$ cat config.mk
export PLATFORM = sky130hd
export DESIGN_NAME = bcd_to_7_seg
export DESIGN_NICKNAME = d
export VERILOG_FILES = /design/src/rtl/bcd_to_7_seg.sv
export SDC_FILE = /design/constraint.sdc
export NUM_CORES = 1
export LEC_CHECK = 0
export CAP_MARGIN = 10
export CORE_AREA = 3 3 40 42
export DETAILED_ROUTE_END_ITERATION = 10
export DIE_AREA = 0 0 43 45
export GPL_TIMING_DRIVEN = 0
export PLACE_DENSITY = 0.67
export SLEW_MARGIN = 20
export SYNTH_ARGS = -nofsm -noshare
export SYNTH_HDL_FRONTEND = slang
export SYNTH_SLANG_ARGS = --single-unit
$ cat constraint.sdc
create_clock -name clk -period 0.9 [get_ports clk]
set_clock_uncertainty 0.1 [all_clocks]
set_input_delay 0.225 -clock clk [delete_from_list [all_inputs] [get_ports clk]]
set_output_delay 0.225 -clock clk [all_outputs]
set_load 0.01 [all_outputs]
$ cat src/rtl/bcd_to_7_seg.sv
// Registered BCD-to-seven-segment decoder driving one fixed digit of a
// multiplexed display; seg/an are flopped with no combinational path from bcd.
module bcd_to_7_seg #(
  parameter bit          SEG_ACTIVE_LOW = 1'b1,
  parameter bit          AN_ACTIVE_LOW  = 1'b1,
  parameter int unsigned DIGIT_SEL      = 0,
  parameter int unsigned INVALID_MODE   = 1
) (
  input  logic       clk,
  input  logic       rst_n,
  input  logic [3:0] bcd,
  output logic [6:0] seg,
  output logic [3:0] an
);

  localparam logic [1:0] SEL_IDX   = 2'(DIGIT_SEL);
  localparam logic [3:0] AN_ONEHOT = 4'b0001 << SEL_IDX;
  localparam logic [6:0] SEG_OFF   = SEG_ACTIVE_LOW ? 7'h7F : 7'h00;
  localparam logic [3:0] AN_OFF    = AN_ACTIVE_LOW ? 4'hF : 4'h0;
  localparam logic [3:0] AN_ON     = AN_ACTIVE_LOW ? ~AN_ONEHOT : AN_ONEHOT;

  logic [6:0] lit_d;
  logic [6:0] hex_lit;
  logic [6:0] seg_d, seg_q;
  logic [3:0] an_q;

  // lit_d is active-high, bit 0 = segment a ... bit 6 = segment g
  always_comb begin
    hex_lit = 7'h00;
    case (bcd)
      4'd10:   hex_lit = 7'h77;
      4'd11:   hex_lit = 7'h7C;
      4'd12:   hex_lit = 7'h39;
      4'd13:   hex_lit = 7'h5E;
      4'd14:   hex_lit = 7'h79;
      4'd15:   hex_lit = 7'h71;
      default: hex_lit = 7'h00;
    endcase
  end

  always_comb begin
    lit_d = 7'h00;
    case (bcd)
      4'd0: lit_d = 7'h3F;
      4'd1: lit_d = 7'h06;
      4'd2: lit_d = 7'h5B;
      4'd3: lit_d = 7'h4F;
      4'd4: lit_d = 7'h66;
      4'd5: lit_d = 7'h6D;
      4'd6: lit_d = 7'h7D;
      4'd7: lit_d = 7'h07;
      4'd8: lit_d = 7'h7F;
      4'd9: lit_d = 7'h6F;
      default: begin
        if (INVALID_MODE == 0)      lit_d = 7'h00;
        else if (INVALID_MODE == 2) lit_d = hex_lit;
        else                        lit_d = 7'h40;
      end
    endcase
  end

  assign seg_d = SEG_ACTIVE_LOW ? ~lit_d : lit_d;

  always_ff @(posedge clk or negedge rst_n) begin
    if (!rst_n) begin
      seg_q <= SEG_OFF;
      an_q  <= AN_OFF;
    end else begin
      seg_q <= seg_d;
      an_q  <= AN_ON;
    end
  end

  assign seg = seg_q;
  assign an  = an_q;

endmodule

== Word level (Yosys, flattened, before mapping) ==
Cells that the tools add are included.

* Flip-flop bits (word level): 8
* Input bits: 6
* Output and inout port bits: 11
* Word-level logic and storage cells: 14

* Equal/unequal tests: 9
* Mux-type cells: 1
* Bitwise gates (word level): 1
* Reduce and logical (&&, ||, !) cells: 1

{| class="wikitable"
|+ Operators by type and width
! kind !! number
|-
| $pmux 7 s10 || 1
|-
| $eq 4x3->1 const B || 4
|-
| $eq 4x2->1 const B || 2
|-
| $eq 4x4->1 const B || 2
|-
| $not 7->7 || 1
|-
| $eq 4x1->1 const B || 1
|-
| $logic_not 4->1 || 1
|}

== Longest topological paths before layout ==
Gate-level depths: netlist (run 1).

* Word-level depth: 3
* Depth in mapped cells: 3
* Gate-level depth less buffers: 2

== Least setup slack after synthesis (run 1) ==
No wires, ideal clock.

* Path kind: input-to-reg
* From: input bcd[3]
* To: register seg_q[3], in the netlist seg[3]
* Library setup time: 66 ps
* Arrival time: 916 ps
* Data required time: 734 ps
* Setup slack: -181 ps
* Stages on the path: 3
* Buffers on the path: 1
* Path through: buf_6 -> or4b_4 -> nand4_1

* Longest elaborated chain between the ends: 3
* Elaborated cells on any way between the ends: 12
* Those cells by class: eq/ne: 9; mux: 1; bitwise: 1; reduce/logical: 1

{| class="wikitable"
|+ RTL lines
! element !! RTL line !! RTL
|-
| start: declaration || 11 || <nowiki>input logic [3:0] bcd,</nowiki>
|-
| $eq 4x4->1, or another cell as far along || 43 || <nowiki>case (bcd)</nowiki>
|-
| $pmux 7 s10 (*) || 43 ||
|-
| $not 7->7 (*) || 62 || <nowiki>assign seg_d = SEG_ACTIVE_LOW ? ~lit_d : lit_d;</nowiki>
|-
| net seg_d[3] || 24 || <nowiki>logic [6:0] seg_d, seg_q;</nowiki>
|-
| end signal: assignment || 69 || <nowiki>seg_q <= seg_d;</nowiki>
|-
| end: declaration || 24 ||
|}

Mark *: on every way through the listed nets, which the timed path passes. The rest lies on a longest branch.

== Final worst setup path (run 1) ==
* From: register seg_q[1], in the netlist seg[1]
* To: output seg[1]

{| class="wikitable"
|+ RTL lines
! element !! RTL line !! RTL
|-
| end: declaration || 12 || <nowiki>output logic [6:0] seg,</nowiki>
|}

No word-level cell between the ends.

==> summary.txt, run 1 <==
Outcome
  • Status: complete, but fails checks
  • Violated checks: negative setup slack

GRT
  • First-pass GRT wire length: between 1 and 1.5 mm
  • Total gr overflow: 0
  • Antenna violations before repair: 0
  • Vias in the first global route: about 250
  • Total Routing Usage GR: 7.32%
  • Largest net degree at the start of global routing: 10

Power
  • Static Leakage: around 0.00026 uW
  • P per Cell Area: 1460 nW/um^2
  • Peak VDD IR: 0.000440 V

Logic synthesis
  • Most frequent cell after synthesis: dfstp_2
  • Top cells by count, synth: 8 x dfstp_2, 3 x buf_4
  • Top cell type's share of synthesized area: 53.2%
  • Syn Area/Cell: 12.0 sq um
  • EDFF count, synth: 0
  • Sequential cell area fraction in the yosys report: 53.2%
  • Netlist Area Pre-Place: 395 sq um
  • Asr flop ratio synth: 100%
  • Seq cells post-synth: 8
  • Leading area contributor after synthesis: dfstp_2
  • Top cells by area, synth: dfstp_2 53%, buf_4 5.7%, buf_6 5.7%, o21a_1 3.8%, or4b_4 3.5%
  • Synth cell types: 19
  • Synth Flop Type: dfstp_2
  • Gate Count Post-Synth: 33
  • Ys Warns: 0

Timing
  • Final cycle utilization of the critical path: 132%
  • Post-layout min period: 1.18 ns
  • Final Max Slew Viols: 0
  • Final worst slack: -0.284 ns
  • Fmax: 0.844 GHz
  • Unrepaired setup endpoints after global routing: yes
  • Final Hold Vio Count: 0
  • Setup violators final: 8
  • Worst Hold Margin: 0.0368 ns

Finish
  • Area Growth Syn to Fin: 48.7%
  • Layout cells sized above 1: 61.5%
  • Final #Nets: 60
  • Ant. Diodes: 0
  • Final core occ: 45.8%

Floorplan
  • Rows: 13
  • Initial core utilization: 30.8%
  • Chip Height: 45 um
  • Core area: 1280 sq um
  • Die width: 43 um
  • I/O pin count: 17
  • Die Area: 1940 sq um

Critical path
  • WP data required: 0.57 ns
  • Critical path arrival: 0.86 ns
  • WP buf/inv: 1
  • Setup crit start kind: flip-flop
  • Setup Crit Path Kind: reg2out
  • Critical-path cell list: buf_6
  • Crit-path max FO: 1
  • Endpoint class of the critical path: output port
  • Top delay family on crit path: flip-flops
  • Slowest cell delay on critical path: 0.53 ns
  • Crit-path slowest cell: dfstp_2

Detailed routing
  • DR iter-0 viols: 2
  • WL final: about 670 um
  • DR pass1 iterations: 2
  • Post-DRT Antenna Nets: 0
  • Via count: 289
  • Drt wl/cell: 10.0 um
  • Routed vias/inst: 4.31
  • Residual DRC: 0

CTS
  • H-tree levels: 1
  • Number of CTS-inserted buffers: 3
  • CTS root buffer: clkbuf_4
  • CTS tree: yes
  • CTS Hold Bufs: 0
  • CTS Sinks: 8
  • CTS Buffer Depth: 2
  • CTS clk-pin slew, worst paths: 0.05 ns

Place
  • Routability cong.: just under 0.7
  • Post-DP HPWL: 482 um
  • Port bufs: 12

Min path
  • Hold endpoint: seg[6]
  • Hold_sp: bcd[3]
  • Hold path depth: 2
  • Worst min-delay path category: in2reg

Flow run
  • Max_cap viols: 0
[routing by layer]
metal | wire [um] | track usage (%)
met1 | 268 | 8.44
met2 | 339 | 12.3
met3 | 62 | 1.20
met4 | 0 | 5.42
met5 | 0 | 0
[registers in the layout, indices dropped and copies added, names as in the netlist]
register  flops
an            1
seg           7
[logic make-up after synthesis]
kind of cell    count (synthesis)  synth area share, %
compound gates                  8                 14.9
buf+inv                         5                 11.4
flops                           8                 53.2
other cells                     2                 1.90
simple gates                   10                 18.7
[what timing repair did]
| item | in CTS | in global routing |
|---|---|---|
| setup endpoints to repair | 15 | 12 |
| buffers inserted | 3 | 0 |
| pin swaps | 1 | 1 |
| gates resized for setup | 54 | 3 |
[per-stage QoR]
step	cells	total power (uW)	setup TNS, ns	setup slack (ns)	cell area (sq um)
floorplan	35	509	-0.364	-0.181	407
global placement	62	599	-7.38	-0.699	546
detailed placement	62	602	-7.52	-0.721	546
CTS	68	873	-2.36	-0.291	597
global route	67	904	-2.42	-0.311	588
finish	67	859	-2.20	-0.284	588
[cell type report]
type,count,area [sq um]
Fill cell,124,697
Tap cell,15,18.8
Buffer,4,33.8
Multi-Input combinational cell,22,153
Timing Repair Buffer,15,150
Sequential cell,8,210
Clock buffer,3,22.5
[placed cells by master (no fill, tap or decap)]
cell type         n
a21boi_1          1
a21o_1            1
a21oi_1           1
a221o_1           1
buf_2             1
buf_4             6
buf_6            11
clkbuf_4          3
clkdlybuf4s50_1   1
conb_1            4
dfstp_2           8
nand2b_1          2
nand3_1           1
nand3_2           1
nand4_1           1
nor2_1            1
nor3b_2           1
o21a_1            2
o21ai_0           1
o22a_1            1
or2_1             1
or3b_1            1
or4b_4            1
[how the worst max path moves through the flow]
stage               startpoint     end  slack, ns  depth (start not counted)
detailed placement      bcd[1]  seg[0]      -0.72                          3
floorplan               bcd[3]  seg[3]      -0.18                          3
finish                  seg[1]  seg[1]      -0.28                          1
global route            seg[1]  seg[1]      -0.31                          1
global placement        bcd[1]  seg[3]      -0.70                          3
CTS                     seg[2]  seg[2]      -0.29                          1
[power breakdown]
| part | internal, uW | switching (uW) | total [uW] |
|---|---|---|---|
| Sequential | 408 | 12.1 | 421 |
| Clock | 151 | 96.8 | 248 |
| Combinational | 112 | 78.1 | 190 |
| Total | 672 | 187 | 859 |
(Power assumes the default switching activity.)
==> run 2, diff against run 1 <==
--- a/config.mk
+++ b/config.mk
@@ -5,7 +5,7 @@
 export SDC_FILE = /design/constraint.sdc
 export NUM_CORES = 1
 export LEC_CHECK = 0
-export CAP_MARGIN = 10
+export CAP_MARGIN = 0
 export CORE_AREA = 3 3 40 42
 export DETAILED_ROUTE_END_ITERATION = 10
 export DIE_AREA = 0 0 43 45
@@ -15,3 +15,4 @@
 export SYNTH_ARGS = -nofsm -noshare
 export SYNTH_HDL_FRONTEND = slang
 export SYNTH_SLANG_ARGS = --single-unit
+export TNS_END_PERCENT = 30
==> run 2 against run 1 <==
  * The flow still finishes with violations (negative setup slack)
  * Final cell count is the same
  * Die area did not move
  * Final area is 2.6% higher
  * Largest power group unchanged
  * Largest cell class unchanged
  * Combinational power increased by 5%
  * Utilization increased by 1.2 points
  * Sequential share of layout area fell by 0.89 points
  * Highest routed layer is now met4
  * Count of clock-buffer cells in the layout unchanged
  * Fmax increased by 0.17%
  * Clock power increased by 3%
  * Critical path depth stayed put
  * Setup slack better by 0.0020 ns
==> summary.txt, run 2 (synthesized netlist as in run 1, its figures left out) <==
Outcome
  • Status: complete, but fails checks
  • Violated checks: negative setup slack

Floorplan
  • Die Area: slightly below 2000 sq um
  • Die width: 43 um
  • Core area: 1280 sq um
  • Initial core utilization: 30.8%
  • Rows: 13
  • Chip Height: 45 um
  • I/O pin count: 17

Critical path
  • Slowest cell delay on critical path: 0.52 ns
  • Critical path arrival: 0.86 ns
  • Crit-path max FO: 1
  • Endpoint class of the critical path: output port
  • Crit-path slowest cell: dfstp_2
  • WP buf/inv: 1
  • Setup Crit Path Kind: reg2out
  • Critical-path cell list: buf_6
  • Top delay family on crit path: flip-flops
  • WP data required: 0.57 ns
  • Setup crit start kind: flip-flop

CTS
  • Number of CTS-inserted buffers: 3
  • CTS clk-pin slew, worst paths: 0.05 ns
  • CTS root buffer: clkbuf_4
  • CTS Buffer Depth: 2
  • CTS tree: yes
  • CTS Hold Bufs: 0
  • H-tree levels: 1
  • CTS Sinks: 8

Finish
  • Final #Nets: 60
  • Layout cells sized above 1: 63.5%
  • Fill cells: 128
  • Largest register FFs: 7
  • Non-Filler Instances: 67
  • Area Growth Syn to Fin: 52.5%
  • Most common cell after layout, fill and taps aside: buf_6
  • Most frequent cells in the layout: 11 x buf_6, 8 x dfstp_2, 5 x buf_4
  • Ant. Diodes: 0

GRT
  • Vias in the first global route: 265
  • Total Routing Usage GR: 7.57%
  • First-pass GRT wire length: 1.01 mm
  • Total gr overflow: 0
  • Antenna violations before repair: 0
  • Largest net degree at the start of global routing: 10

Detailed routing
  • Post-DRT Antenna Nets: 0
  • Routed vias/inst: about 4.3
  • Drt wl/cell: between 9 and 10 um
  • Residual DRC: 0
  • DR pass1 iterations: 4
  • WL final: 646 um
  • Via count: 290
  • DR iter-0 viols: 3

Min path
  • Worst min-delay path category: in2reg

Timing
  • Final Hold Vio Count: 0
  • Unrepaired setup endpoints after global routing: yes
  • Worst Hold Margin: 0.0368 ns
  • Final cycle utilization of the critical path: 131%
  • Fmax: 0.846 GHz
  • Setup violators final: 10
  • Final Max Slew Viols: 0
  • Final worst slack: -0.282 ns
  • Post-layout min period: about 1.2 ns
  • Final setup TNS: -2.27 ns

Place
  • Port bufs: 12
  • Cells after DPL: 62
  • Routability cong.: 0.705
  • Dpl ws: -0.717 ns

Flow run
  • Max_cap viols: 0

Power
  • Static Leakage: 0.000268 uW
  • P per Cell Area: 1450 nW/um^2
  • Peak VDD IR: 0.000423 V
  • Overall power: 874 uW
run 2: changes by cell type in the layout (fill, tap and decap cells not counted):
| cell | change |
|---|---|
| o21ai_1 | +1 |
| or2_4 | +1 |
| buf_12 | +1 |
| o21ai_0 | -1 |
| or2_1 | -1 |
| buf_4 | -1 |
run 2: worst paths after layout:
kind / from / to / slack (ns) / depth (start not counted)
max in group asynchronous: rst_n / seg[4] / 0.27 / 1
min in group asynchronous: rst_n / an[0] / 0.40 / 1
worst max-delay path: an[0] / an[0] / -0.28 / 1
worst min-delay path: bcd[3] / seg[6] / 0.04 / 2
run 2: where the power goes:
group / switching (uW) / internal [uW]
logic: 79.9 / 120
registers: 11.6 / 408
clock network: 103 / 151
total: 195 / 680
run 2: repair_timing:
action,CTS,global route
hold endpoints to repair,0,0
resized for setup,55,2
endpoints found under the setup margin,15,11
buffers inserted,2,0
run 2: cell type report:
class	count	area (sq um)	area share, %
flip-flops and latches	8	210	34.9
clock buffers	3	22.5	3.73
plain buffers	5	45.0	7.47
multi-input cells	22	155	25.7
well taps	15	18.8	3.11
repair buffers	14	151	25.1
run 2: through the flow:
stage	utilization, %	instance area (sq um)
after detailed placement	42.2	542
after global routing	46.9	603
after global placement	42.2	542
after floorplan	-	403
after CTS	46.7	601
final	46.9	603
run 2: layer usage:
layer | up-vias | share of wire (%) | global-route usage, %
met3 | 2 | 12 | 1.20
li1 | 145 | - | -
met5 | - | 0 | 0
met2 | 16 | 45 | 9.88
met1 | 127 | 41 | 8.93
met4 | 0 | 2.5 | 10.8
==> run 3, diff against run 2 <==
--- a/config.mk
+++ b/config.mk
@@ -6,9 +6,9 @@
 export NUM_CORES = 1
 export LEC_CHECK = 0
 export CAP_MARGIN = 0
-export CORE_AREA = 3 3 40 42
+export CORE_AREA = 2 2 39 41
 export DETAILED_ROUTE_END_ITERATION = 10
-export DIE_AREA = 0 0 43 45
+export DIE_AREA = 0 0 41 43
 export GPL_TIMING_DRIVEN = 0
 export PLACE_DENSITY = 0.67
 export SLEW_MARGIN = 20
==> run 3 against run 2 <==
  * The flow still finishes with violations (negative setup slack)
  * Non-clock buffer count unchanged
  * Sequential share of layout area is 0.97 points higher
  * Die area decreased by 8.9%
  * Via count shrank 1.0%
  * Sequential cell count unchanged
  * Critical path depth is the same
  * Count of clock-buffer cells in the layout unchanged
  * Utilization down 4.5 points
  * Final area shrank 2.7%
  * Fmax shrank 0.25%
  * Final cell count increased by 1.5%
  * Sequential power hardly changed
  * Critical path type unchanged
  * Largest power group unchanged
  * Highest routed layer unchanged
==> summary.txt, run 3 (synthesized netlist as in run 1, its figures left out) <==
CTS
  • Number of CTS-inserted buffers: 3
  • CTS clk-pin slew, worst paths: 0.05 ns
  • CTS tree: yes
  • CTS Sinks: 8
  • H-tree levels: 1
  • CTS root buffer: clkbuf_4
  • CTS Buffer Depth: 2

Detailed routing
  • Residual DRC: 0
  • Drt wl/cell: 8.71 um
  • WL final: approximately 590 um
  • Via count: 287
  • DR WL met3: 71 um
  • Met1 Wirelength: approximately 250 um
  • Metal2 WL: 255 um
  • Top sig layer: met4
  • Post-DRT Antenna Nets: 0
  • DR pass1 iterations: 2
  • DR iter-0 viols: 1
  • Routed vias/inst: between 4 and 5

GRT
  • Largest net degree at the start of global routing: 10
  • Vias in the first global route: 248
  • Total gr overflow: 0
  • Antenna violations before repair: 0
  • Total Routing Usage GR: 8.00%
  • First-pass GRT wire length: 931 um

Timing
  • Final worst slack: -0.285 ns
  • Fmax: 0.844 GHz
  • Final cycle utilization of the critical path: 132%
  • Final Hold Vio Count: 0
  • Unrepaired setup endpoints after global routing: yes
  • Final Max Slew Viols: 0
  • Setup violators final: 10
  • Post-layout min period: 1.19 ns

Flow run
  • Max_cap viols: 0

Place
  • Port bufs: 12
  • Area after DPL: 543 sq um
  • Post-DP HPWL: 450 um
  • Routability cong.: 0.748

Critical path
  • Setup Crit Path Kind: reg2out
  • WP data required: 0.57 ns
  • WP buf/inv: 1
  • Top delay family on crit path: flip-flops
  • Endpoint class of the critical path: output port
  • Slowest cell delay on critical path: 0.52 ns
  • Critical-path cell list: buf_6
  • Critical path arrival: 0.86 ns
  • Crit path from: seg[3]
  • Crit-path slowest cell: dfstp_2
  • Crit-path max FO: 1
  • Setup crit start kind: flip-flop

Power
  • Static Leakage: 0.000261 uW
  • Overall power: between 800 and 900 uW
  • P per Cell Area: ~1500 nW/um^2
  • Peak VDD IR: 0.000421 V

Floorplan
  • Die Area: 1760 sq um
  • Chip Height: 43 um
  • I/O pin count: 17
  • Die width: approximately 41 um
  • Core area: 1380 sq um
  • Rows: 14
  • Initial core utilization: 28.6%

Finish
  • Layout cells sized above 1: 61.5%
  • Final core occ: 42.4%
  • Post-Layout Inst Area: 587 sq um
  • Area Growth Syn to Fin: 48.4%
  • Most frequent cells in the layout: 11 x buf_6, 8 x dfstp_2, 5 x buf_4
  • Most common cell after layout, fill and taps aside: buf_6
  • Ant. Diodes: 0
  • Largest register FFs: 7
  • Final #Nets: 60

Min path
  • Hold_sp: bcd[3]
  • Worst min-delay path category: in2reg

Outcome
  • Violated checks: negative setup slack
  • Status: complete, but fails checks
run 3: cell counts in the layout (fill, tap and decap cells not counted):
No cell type changed its count.
run 3: area by class of cell:
type / count / area [sq um]
Multi-Input combinational cell: 22 / 153
Sequential cell: 8 / 210
Timing Repair Buffer: 14 / 136
Buffer: 5 / 45.0
Tap cell: 16 / 20.0
Fill cell: 147 / 797
Clock buffer: 3 / 22.5
run 3: timing repair:
action	CTS	global route
setup buffers	2	0
hold buffers	0	0
endpoints found under the setup margin	15	12
resized for setup	50	5
pin swaps	1	0
run 3: report_power, final:
part           internal (uW)  switching [uW]
clock network            151             103
logic                    111            76.8
registers                408            11.8
total                    670             191
run 3: routing by layer:
layer	GRT usage [%]	vias up
met3	1.57	2
met5	0	-
met1	9.24	123
met4	8.00	0
met2	11.3	17
li1	-	145
run 3: final timing paths:
path,end,depth (start not counted),slack (ns)
setup / recovery,seg[3],1,-0.29
hold / removal,seg[6],2,0.03
min in group asynchronous,seg[3],1,0.39
max in group asynchronous,an[0],1,0.28
run 3: through the flow:
stage	instances	hold WS [ns]	setup TNS [ns]	setup WS, ns
finish	68	0.0319	-2.26	-0.285
global route	68	0.0254	-2.53	-0.318
CTS	68	0.0208	-2.55	-0.299
detailed placement	63	0.285	-7.48	-0.713
global placement	63	0.287	-7.33	-0.692
floorplan	35	-0.0228	-0.368	-0.181
